## src/rtl/pacman_kbd_pkg.sv

```systemverilog
// Shared direction type and PS/2 set-2 scan codes for the pacman keyboard front end.
// Build option KEYBOARD_WASD_EN adds W/A/S/D as a second key for each direction.
package pacman_kbd_pkg;

  typedef enum logic [1:0] {DIR_UP, DIR_DOWN, DIR_LEFT, DIR_RIGHT} dir_t;

  localparam logic [7:0] SC_UP    = 8'h75;
  localparam logic [7:0] SC_DOWN  = 8'h72;
  localparam logic [7:0] SC_LEFT  = 8'h6B;
  localparam logic [7:0] SC_RIGHT = 8'h74;
  localparam logic [7:0] SC_SPACE = 8'h29;
  localparam logic [7:0] SC_W     = 8'h1D;
  localparam logic [7:0] SC_A     = 8'h1C;
  localparam logic [7:0] SC_S     = 8'h1B;
  localparam logic [7:0] SC_D     = 8'h23;

  // One held bit per physical key; slots [7:4] are the WASD twins of [3:0].
`ifdef KEYBOARD_WASD_EN
  localparam int KEY_SLOTS = 8;
`else
  localparam int KEY_SLOTS = 4;
`endif

  // Collapse per-key held bits into per-direction held bits, indexed by dir_t.
  function automatic logic [3:0] fold_keys(input logic [KEY_SLOTS-1:0] keys);
`ifdef KEYBOARD_WASD_EN
    return keys[7:4] | keys[3:0];
`else
    return keys;
`endif
  endfunction

endpackage

```

## src/rtl/kbd_code_decode.sv

```systemverilog
// Combinational scan-code classifier: direction key, Space, or ignored.
// With KEYBOARD_WASD_EN the WASD keys decode too and is_alt marks them.
module kbd_code_decode
  import pacman_kbd_pkg::*;
(
  input  logic [7:0] scan_code,
  output logic       is_dir,
  output dir_t       dir,
`ifdef KEYBOARD_WASD_EN
  output logic       is_alt,
`endif
  output logic       is_space
);

  always_comb begin
    is_dir   = 1'b1;
    dir      = DIR_UP;
    is_space = 1'b0;
`ifdef KEYBOARD_WASD_EN
    is_alt   = 1'b0;
`endif
    case (scan_code)
      SC_UP:    dir = DIR_UP;
      SC_DOWN:  dir = DIR_DOWN;
      SC_LEFT:  dir = DIR_LEFT;
      SC_RIGHT: dir = DIR_RIGHT;
`ifdef KEYBOARD_WASD_EN
      SC_W:     begin dir = DIR_UP;    is_alt = 1'b1; end
      SC_S:     begin dir = DIR_DOWN;  is_alt = 1'b1; end
      SC_A:     begin dir = DIR_LEFT;  is_alt = 1'b1; end
      SC_D:     begin dir = DIR_RIGHT; is_alt = 1'b1; end
`endif
      SC_SPACE: begin is_dir = 1'b0; is_space = 1'b1; end
      default:  is_dir = 1'b0;
    endcase
  end

endmodule

```

## src/rtl/keyboard_process.sv

```systemverilog
// Turns PS/2 key events into active-low pacman direction lines with tap stretching,
// plus a one-shot start pulse on Space. Build option KEYBOARD_WASD_EN adds WASD keys.
module keyboard_process
  import pacman_kbd_pkg::*;
#(
  parameter int HOLD_CYCLES = 2_500_000,
  parameter int CNT_W       = 22
) (
  input  logic       CLOCK_50,
  input  logic       reset,
  input  logic       valid,
  input  logic       makeBreak,
  input  logic [7:0] scan_code,
  output logic       up,
  output logic       down,
  output logic       left,
  output logic       right,
  output logic       start,
  output logic [3:0] held
);

  localparam logic [CNT_W-1:0] HOLD_LOAD = CNT_W'(HOLD_CYCLES);
  localparam int SLOT_W = $clog2(KEY_SLOTS);

  logic is_dir, is_space;
  dir_t dec_dir;
  logic [SLOT_W-1:0] slot;

`ifdef KEYBOARD_WASD_EN
  logic is_alt;

  kbd_code_decode u_decode (
    .scan_code (scan_code),
    .is_dir    (is_dir),
    .dir       (dec_dir),
    .is_alt    (is_alt),
    .is_space  (is_space)
  );

  assign slot = {is_alt, dec_dir};
`else
  kbd_code_decode u_decode (
    .scan_code (scan_code),
    .is_dir    (is_dir),
    .dir       (dec_dir),
    .is_space  (is_space)
  );

  assign slot = dec_dir;
`endif

  logic [KEY_SLOTS-1:0] key_held, key_held_nx;
  dir_t                 cur_dir, cur_dir_nx, best_dir;
  logic                 cur_vld, cur_vld_eff, cur_vld_nx;
  logic [CNT_W-1:0]     stretch_cnt, stretch_cnt_nx;
  logic                 space_held, space_held_nx, start_nx;
  logic [3:0]           dir_held, dir_left;

  // NOTE: blocking assignments with a default for every target first, so this
  // block stays purely combinational and infers no latch.
  always_comb begin
    key_held_nx    = key_held;
    cur_dir_nx     = cur_dir;
    space_held_nx  = space_held;
    start_nx       = 1'b0;
    stretch_cnt_nx = (stretch_cnt != '0) ? stretch_cnt - CNT_W'(1) : '0;
    dir_held       = fold_keys(key_held);

    // Expired and released: the direction drops before this cycle's event applies,
    // so a fresh press of the same key in that cycle gets a full stretch.
    cur_vld_eff = cur_vld && !(stretch_cnt == '0 && !dir_held[cur_dir]);
    cur_vld_nx  = cur_vld_eff;

    if (valid && is_dir) key_held_nx[slot] = makeBreak;
    dir_left = fold_keys(key_held_nx);

    best_dir = DIR_UP;
    for (int i = 3; i >= 0; i--)
      if (dir_left[i]) best_dir = dir_t'(2'(i));

    if (valid && is_dir) begin
      if (makeBreak) begin
        cur_vld_nx = 1'b1;
        if (!cur_vld_eff || dec_dir != cur_dir) begin
          cur_dir_nx     = dec_dir;
          stretch_cnt_nx = HOLD_LOAD;
        end
      end else if (cur_vld_eff && dec_dir == cur_dir && !dir_left[cur_dir] && dir_left != '0) begin
        cur_dir_nx     = best_dir;
        stretch_cnt_nx = HOLD_LOAD;
      end
    end

    if (valid && is_space) begin
      space_held_nx = makeBreak;
      start_nx      = makeBreak && !space_held;
    end
  end

  // NOTE: reset is synchronous, so it is simply the first branch of the clocked block.
  always_ff @(posedge CLOCK_50) begin
    if (reset) begin
      key_held    <= '0;
      cur_dir     <= DIR_UP;
      cur_vld     <= 1'b0;
      stretch_cnt <= '0;
      space_held  <= 1'b0;
      up          <= 1'b1;
      down        <= 1'b1;
      left        <= 1'b1;
      right       <= 1'b1;
      start       <= 1'b0;
      held        <= '0;
    end else begin
      key_held    <= key_held_nx;
      cur_dir     <= cur_dir_nx;
      cur_vld     <= cur_vld_nx;
      stretch_cnt <= stretch_cnt_nx;
      space_held  <= space_held_nx;
      up          <= !(cur_vld_nx && cur_dir_nx == DIR_UP);
      down        <= !(cur_vld_nx && cur_dir_nx == DIR_DOWN);
      left        <= !(cur_vld_nx && cur_dir_nx == DIR_LEFT);
      right       <= !(cur_vld_nx && cur_dir_nx == DIR_RIGHT);
      start       <= start_nx;
      held        <= {dir_left[DIR_UP], dir_left[DIR_DOWN], dir_left[DIR_LEFT], dir_left[DIR_RIGHT]};
    end
  end

endmodule
```

## config.mk

```make
export PLATFORM = sky130hd
export DESIGN_NAME = keyboard_process
export DESIGN_NICKNAME = d
export VERILOG_FILES = /design/src/rtl/pacman_kbd_pkg.sv /design/src/rtl/kbd_code_decode.sv /design/src/rtl/keyboard_process.sv
export SDC_FILE = /design/constraint.sdc
export NUM_CORES = 1
export LEC_CHECK = 0
export CORE_UTILIZATION = 59
export CTS_CLUSTER_DIAMETER = 30
export DETAILED_ROUTE_END_ITERATION = 10
export PLACE_DENSITY = 0.9
export REMOVE_ABC_BUFFERS = 1
export SETUP_SLACK_MARGIN = 0.02
export SLEW_MARGIN = 10
export SYNTH_ARGS = -nofsm -noshare
export SYNTH_HDL_FRONTEND = slang
export SYNTH_SLANG_ARGS = --single-unit
```

## constraint.sdc

```tcl
create_clock -name CLOCK_50 -period 4.1 [get_ports CLOCK_50]
set_input_delay 0.615 -clock CLOCK_50 [delete_from_list [all_inputs] [get_ports CLOCK_50]]
set_output_delay 0.615 -clock CLOCK_50 [all_outputs]
set_load 0.1 [all_outputs]
```

; ---- Word level (Yosys, flattened, before mapping)
; Cells that the tools add are included.
[totals]
register_bits = 39
latch_bits = 0
ramBits = 0
romBits = 0
inputBits = 12
out_inout_bits = 9
elab_cells = 81
mem_count = 0
[op_classes]
n_addsub = 1
n_mul = 0
div = 0
n_lt_le_gt_ge = 3
n_eq_ne = 10
n_shift = 0
n_mux = 26
n_bitwise = 1
reduce_logical = 29
[op_table]
columns = cell, count
row1 = 22-bit two-way mux, 5
row2 = 8-bit by 7-bit equality test with 1-bit output (second input constant), 4
row3 = 22-bit zero test, 1
row4 = 22-bit nonzero test, 1
row5 = 22-bit by 1-bit subtractor with 22-bit output (second input constant), 1
row6 = 2-bit two-way mux, 8
row7 = 1-bit logical AND, 13
row8 = 1-bit zero test, 9
row9 = 8-bit by 6-bit equality test with 1-bit output (second input constant), 1
row10 = 1-bit two-way mux, 7
row11 = 2-bit by 3-bit < comparator with 1-bit output (second input constant), 2
row12 = 2-bit one-hot mux with 3 select lines, 1
row13 = 1-bit binary-select mux with 2-bit select, 2
row14 = 4-bit bitwise mux, 1
row15 = 2-bit equality test (second input constant), 2
row16 = 4-bit two-way mux, 1
row17 = 4-bit nonzero test, 1
row18 = 4-bit OR reduction, 1
row19 = 1-bit demux with 2-bit select, 1
row20 = 2-bit by 1-bit equality test with 1-bit output (second input constant), 1
row21 = 2-bit equality test, 1
row22 = 2-bit by 1-bit greater-or-equal comparator with 1-bit output (second input constant), 1
row23 = 2-bit zero test, 1
row24 = 2-bit inequality test, 1
row25 = 3 further kinds, 3

; ---- Longest topological paths before layout
[depth]
ltp_word = 19
ltp_mapped = 10
mapped_depth_nobuf = 9

; ---- Modules after synthesis
; Synthesis repeated with hierarchy kept, for this count alone.
[unflattened]
cells_unflattened = 217
hier_area_um2 = 1915.6
[modules_own_cells]
columns = mod, n_inst, cells_each, area_each_um2, seq_area_each_um2
row1 = keyboard_process, 1, 203, 1810.5, 700.7
row2 = kbd_code_decode, 1, 14, 105.1, 0.0

; ---- Least setup slack after synthesis
; No wires, ideal clock.
[synth_path]
path_type = flip-flop to flip-flop
start = reg held[1] (netlist name)
end = reg stretch_cnt[10]
setup_time_ns = 0.159
t_arrival_ns = 2.406
t_required_ns = 3.941
path_slack_ns = 1.535
stages_incl_launch_ff = 7
n_path_buf = 1
period_less_slack_ns = 2.565
path_cell_list = dfxtp_1 mux2i_1 mux4_2 a31oi_2 nand2b_1 buf_2 o22ai_1
[synth_rtl]
columns = element, line_no
row1 = "end signal, assigned", keyboard_process.sv:118  ; stretch_cnt <= stretch_cnt_nx;
row2 = "end, declared", keyboard_process.sv:55  ; logic [CNT_W-1:0] stretch_cnt, stretch_cnt_nx;

; ---- Worst setup path after layout
[layout_path]
start = in scan_code[6]
end = reg stretch_cnt[6]
[layout_via]
elab_chain_len = 16
elab_cells_between_ends = 29
cone_classes = order compare (2) / eq/ne (6) / mux (12) / reduce/logical (9)
[layout_lines]
columns = element, line_no
row1 = "start, declared", keyboard_process.sv:13  ; input logic [7:0] scan_code,
row2 = 8-bit by 7-bit equality test with 1-bit output, kbd_code_decode.sv:22  ; case (scan_code)
row3 = 2-bit one-hot mux with 3 select lines, kbd_code_decode.sv:22
row4 = 2-bit by 3-bit < comparator with 1-bit output (not written as such) / 2-bit by 1-bit greater-or-equal comparator with 1-bit output (equally long branches), keyboard_process.sv:74  ; if (valid && is_dir) key_held_nx[slot] = makeBreak;
row5 = 1-bit logical AND (not written as such), keyboard_process.sv:74
row6 = 1-bit two-way mux (not written as such), keyboard_process.sv:74
row7 = 1-bit demux with 2-bit select, keyboard_process.sv:74
row8 = 4-bit bitwise mux, keyboard_process.sv:74
row9 = 4-bit two-way mux, keyboard_process.sv:74
row10 = 1-bit binary-select mux with 2-bit select, keyboard_process.sv:88  ; end else if (cur_vld_eff && dec_dir == cur_dir && !dir_left[cur_dir] && dir_left != '0) begin
row11 = 1-bit two-way mux (not written as such), keyboard_process.sv:88
row12 = 1-bit zero test, keyboard_process.sv:88
row13 = 1-bit logical AND (2 in series), keyboard_process.sv:88
row14 = 22-bit two-way mux, keyboard_process.sv:88
row15 = 22-bit two-way mux, keyboard_process.sv:82  ; if (makeBreak) begin
row16 = 22-bit two-way mux *, keyboard_process.sv:81  ; if (valid && is_dir) begin
; Every way passes the cells marked *; elsewhere a longest branch is shown, timed or not. The select of a mux whose other input is x is not followed.
; A chain may end at the register's enable or synchronous reset.

==> results.py <==
metrics = {
    "floorplanning": {
        "initial_utilization_pct": 64.8,
        "die-area_um2": 3360,
        "dieHeight_um": 58.0,
        "die_w_um": 58.0,
        "rows": 19,
        "core_um2": 2850,
        "ioPinCount": 21,
    },
    "timing": {
        "setup_viol": 0,
        "worstMarginPinSlew_ns": 1.17,
        "rsz0062_at_grt": "no",
        "period_share_pct": 75.9,
        "max_freq_mhz": 321,
        "setup_slack_ns": 0.986,
        "fin_worst_skew_ns": 0.00817,
        "hold_viol": 0,
        "max_slew_margin_pct": 21.5,
        "maxSlewViolCount": 0,
        "whs_ns": 0.451,
        "period_minus_slack_ns": 3.11,
        "fin_tns_setup_ns": 0,
    },
    "global_route": {
        "grt-ovfl-total": 0,
        "antenna_found_initial": 0,
        "grt_max_degree": 18,
        "grt_pass1_vias": 1562,
        "grt_pass1_wl_um": 7070,
        "track_usage_pct": 28.4,
    },
    "clock_network": {
        "cts_tree": "done",
        "ctsResizeCount": 0,
        "cts_setup_buffers": 0,
        "clk_latency_ns": 0.35,
        "clk_pin_slew_ns": 0.09,
        "clkSinkCount": 35,
        "cts_buffers": 5,
        "cts_max_level": 2,
        "clockRootBuffer": "clkbuf_4",
        "clk_path_buf_depth": 2,
        "ctsHoldBuffers": 0,
    },
    "logic_synthesis": {
        "synth_seq_area_share_pct": 37.9,
        "yosys-top-cells-area": "dfxtp_1 (38%), xnor2_1 (6.6%), nor2_1 (5.1%)",
        "synth_top_area_share_pct": 37.9,
        "synth-async-reset-ratio_pct": 0,
        "synth-edff-count": 0,
        "synthDistinctLibCells": 48,
        "synth_area_um2": 1850,
        "synth_flop_cell": "dfxtp_1",
        "yosysWarnings": 0,
        "postSynthAreaPerCell_um2": 8.97,
        "synth-seq-cells": 35,
        "synth_top_area_cell": "dfxtp_1",
        "syn-instance-count": 206,
    },
    "run": {
        "cap_violations": 0,
    },
    "power_and_ir_drop": {
        "power.density_nw_per_um2": 573,
        "vdd_drop_max_mv": 0.554,
        "power.static_leakage_nw": 0.787,
    },
    "drt": {
        "dr.pass1.iters": 4,
        "routed_via_density": 6.38,
        "drt_iter0_drc": 64,
        "avgRoutedWirePerCell_um": 16.4,
        "totalWireLength_um": 4200,
        "vias": 1633,
        "drc": 0,
        "ant_nets": 0,
    },
    "critical_path": {
        "cp-start-kind": "input port",
        "crit_fanout": 14,
        "crit_type": "input port to register",
        "critPathRequiredTime_ns": 4.31,
        "worst_ep_arrival_time_ns": 3.33,
        "cp-end-kind": "register",
    },
    "placed_design": {
        "dpl_cell_area_um2": 2050,
        "place_ws_ns": 0.678,
        "port_buffers": 20,
        "gp_congestion": 0.874,
        "dpl.hpwl_um": 3100,
    },
    "finish": {
        "drive_gt1_share_pct": 8.00,
        "diodes": 0,
        "nets": 239,
        "post-route-util_pct": 73.9,
        "syn_to_final_growth_pct": 14.0,
        "fillers": 201,
        "postLayoutCellArea_um2": 2110,
    },
    "run_status": {
        "status": "completed",
    },
    "worst_hold_path": {
        "hold_path_class": "register to register",
    },
}
report_power, final:
part	total, mW	switching (mW)	internal, mW
clock	0.192	0.113	0.0793
combinational	0.522	0.294	0.229
sequential	0.493	0.0713	0.422
placed cells by master, fill, tap and decap left out, drive strengths merged, types with 2 or more instances in the layout:
cell type      synthesis  routed
and4                   2       2
and4bb                 2       2
inv                    5       5
nor4                  10      10
a41oi                  2       2
nand3                  8       8
or4                    2       2
xnor2                 14      14
xor2                   6       6
mux4                   2       2
nand2                 14      14
nor2                  25      25
dfxtp                 35      35
a21o                   3       3
o211ai                 2       2
clkdlybuf4s50          0      20
o21ai                  4       4
mux2i                  5       5
clkbuf                 3       6
o22ai                  9       9
nand4                  4       4
ha                     2       2
and3                   3       3
nor3                   7       7
or3                    3       3
nor2b                  3       3
a21oi                  3       3
nand2b                 7       7
routing by layer:
layer | wire length, um | vias to the layer above | GRT usage (%)
met2 | 2000 | 53 | 46.0
met3 | 207 | 11 | 8.04
met5 | 0 | - | 0
met4 | 114 | 0 | 12.6
met1 | 1870 | 774 | 35.2
li1 | - | 795 | -
cells by family (layout without fill, tap and decap cells):
logic type	count (synthesis)	after routing	synth area share (%)
adders and majority gates	2	2	1.35
buffers and inverters	13	32	2.98
xor gates and xnor gates	20	20	9.48
muxes	7	7	5.15
and+or+nand+nor	95	95	29.2
AOI/OAI and AO/OA	34	34	13.9
DFF	35	35	37.9
Yosys cell counts, drive strengths merged, types with 3 or more instances:
master and n:
o21ai 4, nand2 14, or3 3, nor4 10
buf 5, mux2i 5, xnor2 14, nand3 8
a21o 3, xor2 6, and3 3, nor3 7
nand4 4, nor2 25, clkbuf 3, inv 5
nor2b 3, dfxtp 35, o22ai 9, a21oi 3
nand2b 7
state kept, by name, indices dropped and copies added (netlist names):
register	count
right	1
stretch_cnt	22
space_held	1
cur_dir	2
left	1
up	1
cur_vld	1
dir_held	1
start	1
held	3
down	1
path summary, 6_finish.rpt:
| kind | from | to | slack (ns) | cells past startpoint |
|---|---|---|---|---|
| worst max register to register | stretch_cnt[3] | stretch_cnt[6] | 1.33 | 4 |
| worst min register to register | stretch_cnt[0] | stretch_cnt[0] | 0.45 | 1 |
| worst max-delay path | scan_code[6] | stretch_cnt[6] | 0.99 | 8 |
| worst min-delay path | stretch_cnt[0] | stretch_cnt[0] | 0.45 | 1 |
through the flow:
step	power (mW)	instances
detailed placement	1.01	249
global route	1.30	256
global placement	0.966	249
CTS	1.21	256
floorplan	0.886	198
finish	1.21	256
worst max-delay path, cell delays in order:
cell and delay [ns]:
clkdlybuf4s50_1 0.56, nor2b_1 0.34, nand4_1 0.20, mux2i_1 0.49, mux4_2 0.41, a31oi_2 0.11, o21bai_2 0.49, nor2_1 0.11
area by class of cell:
class,instances,area (um2),share of cell area [%]
multi-input cells,158,1090,51.8
repair buffers,20,200,9.50
inverters,5,18.8,0.891
flip-flops and latches,35,701,33.3
clock inverters,1,5.00,0.238
well taps,31,38.8,1.84
clock buffers,6,51.3,2.43
Power figures use the tool's default switching activity.
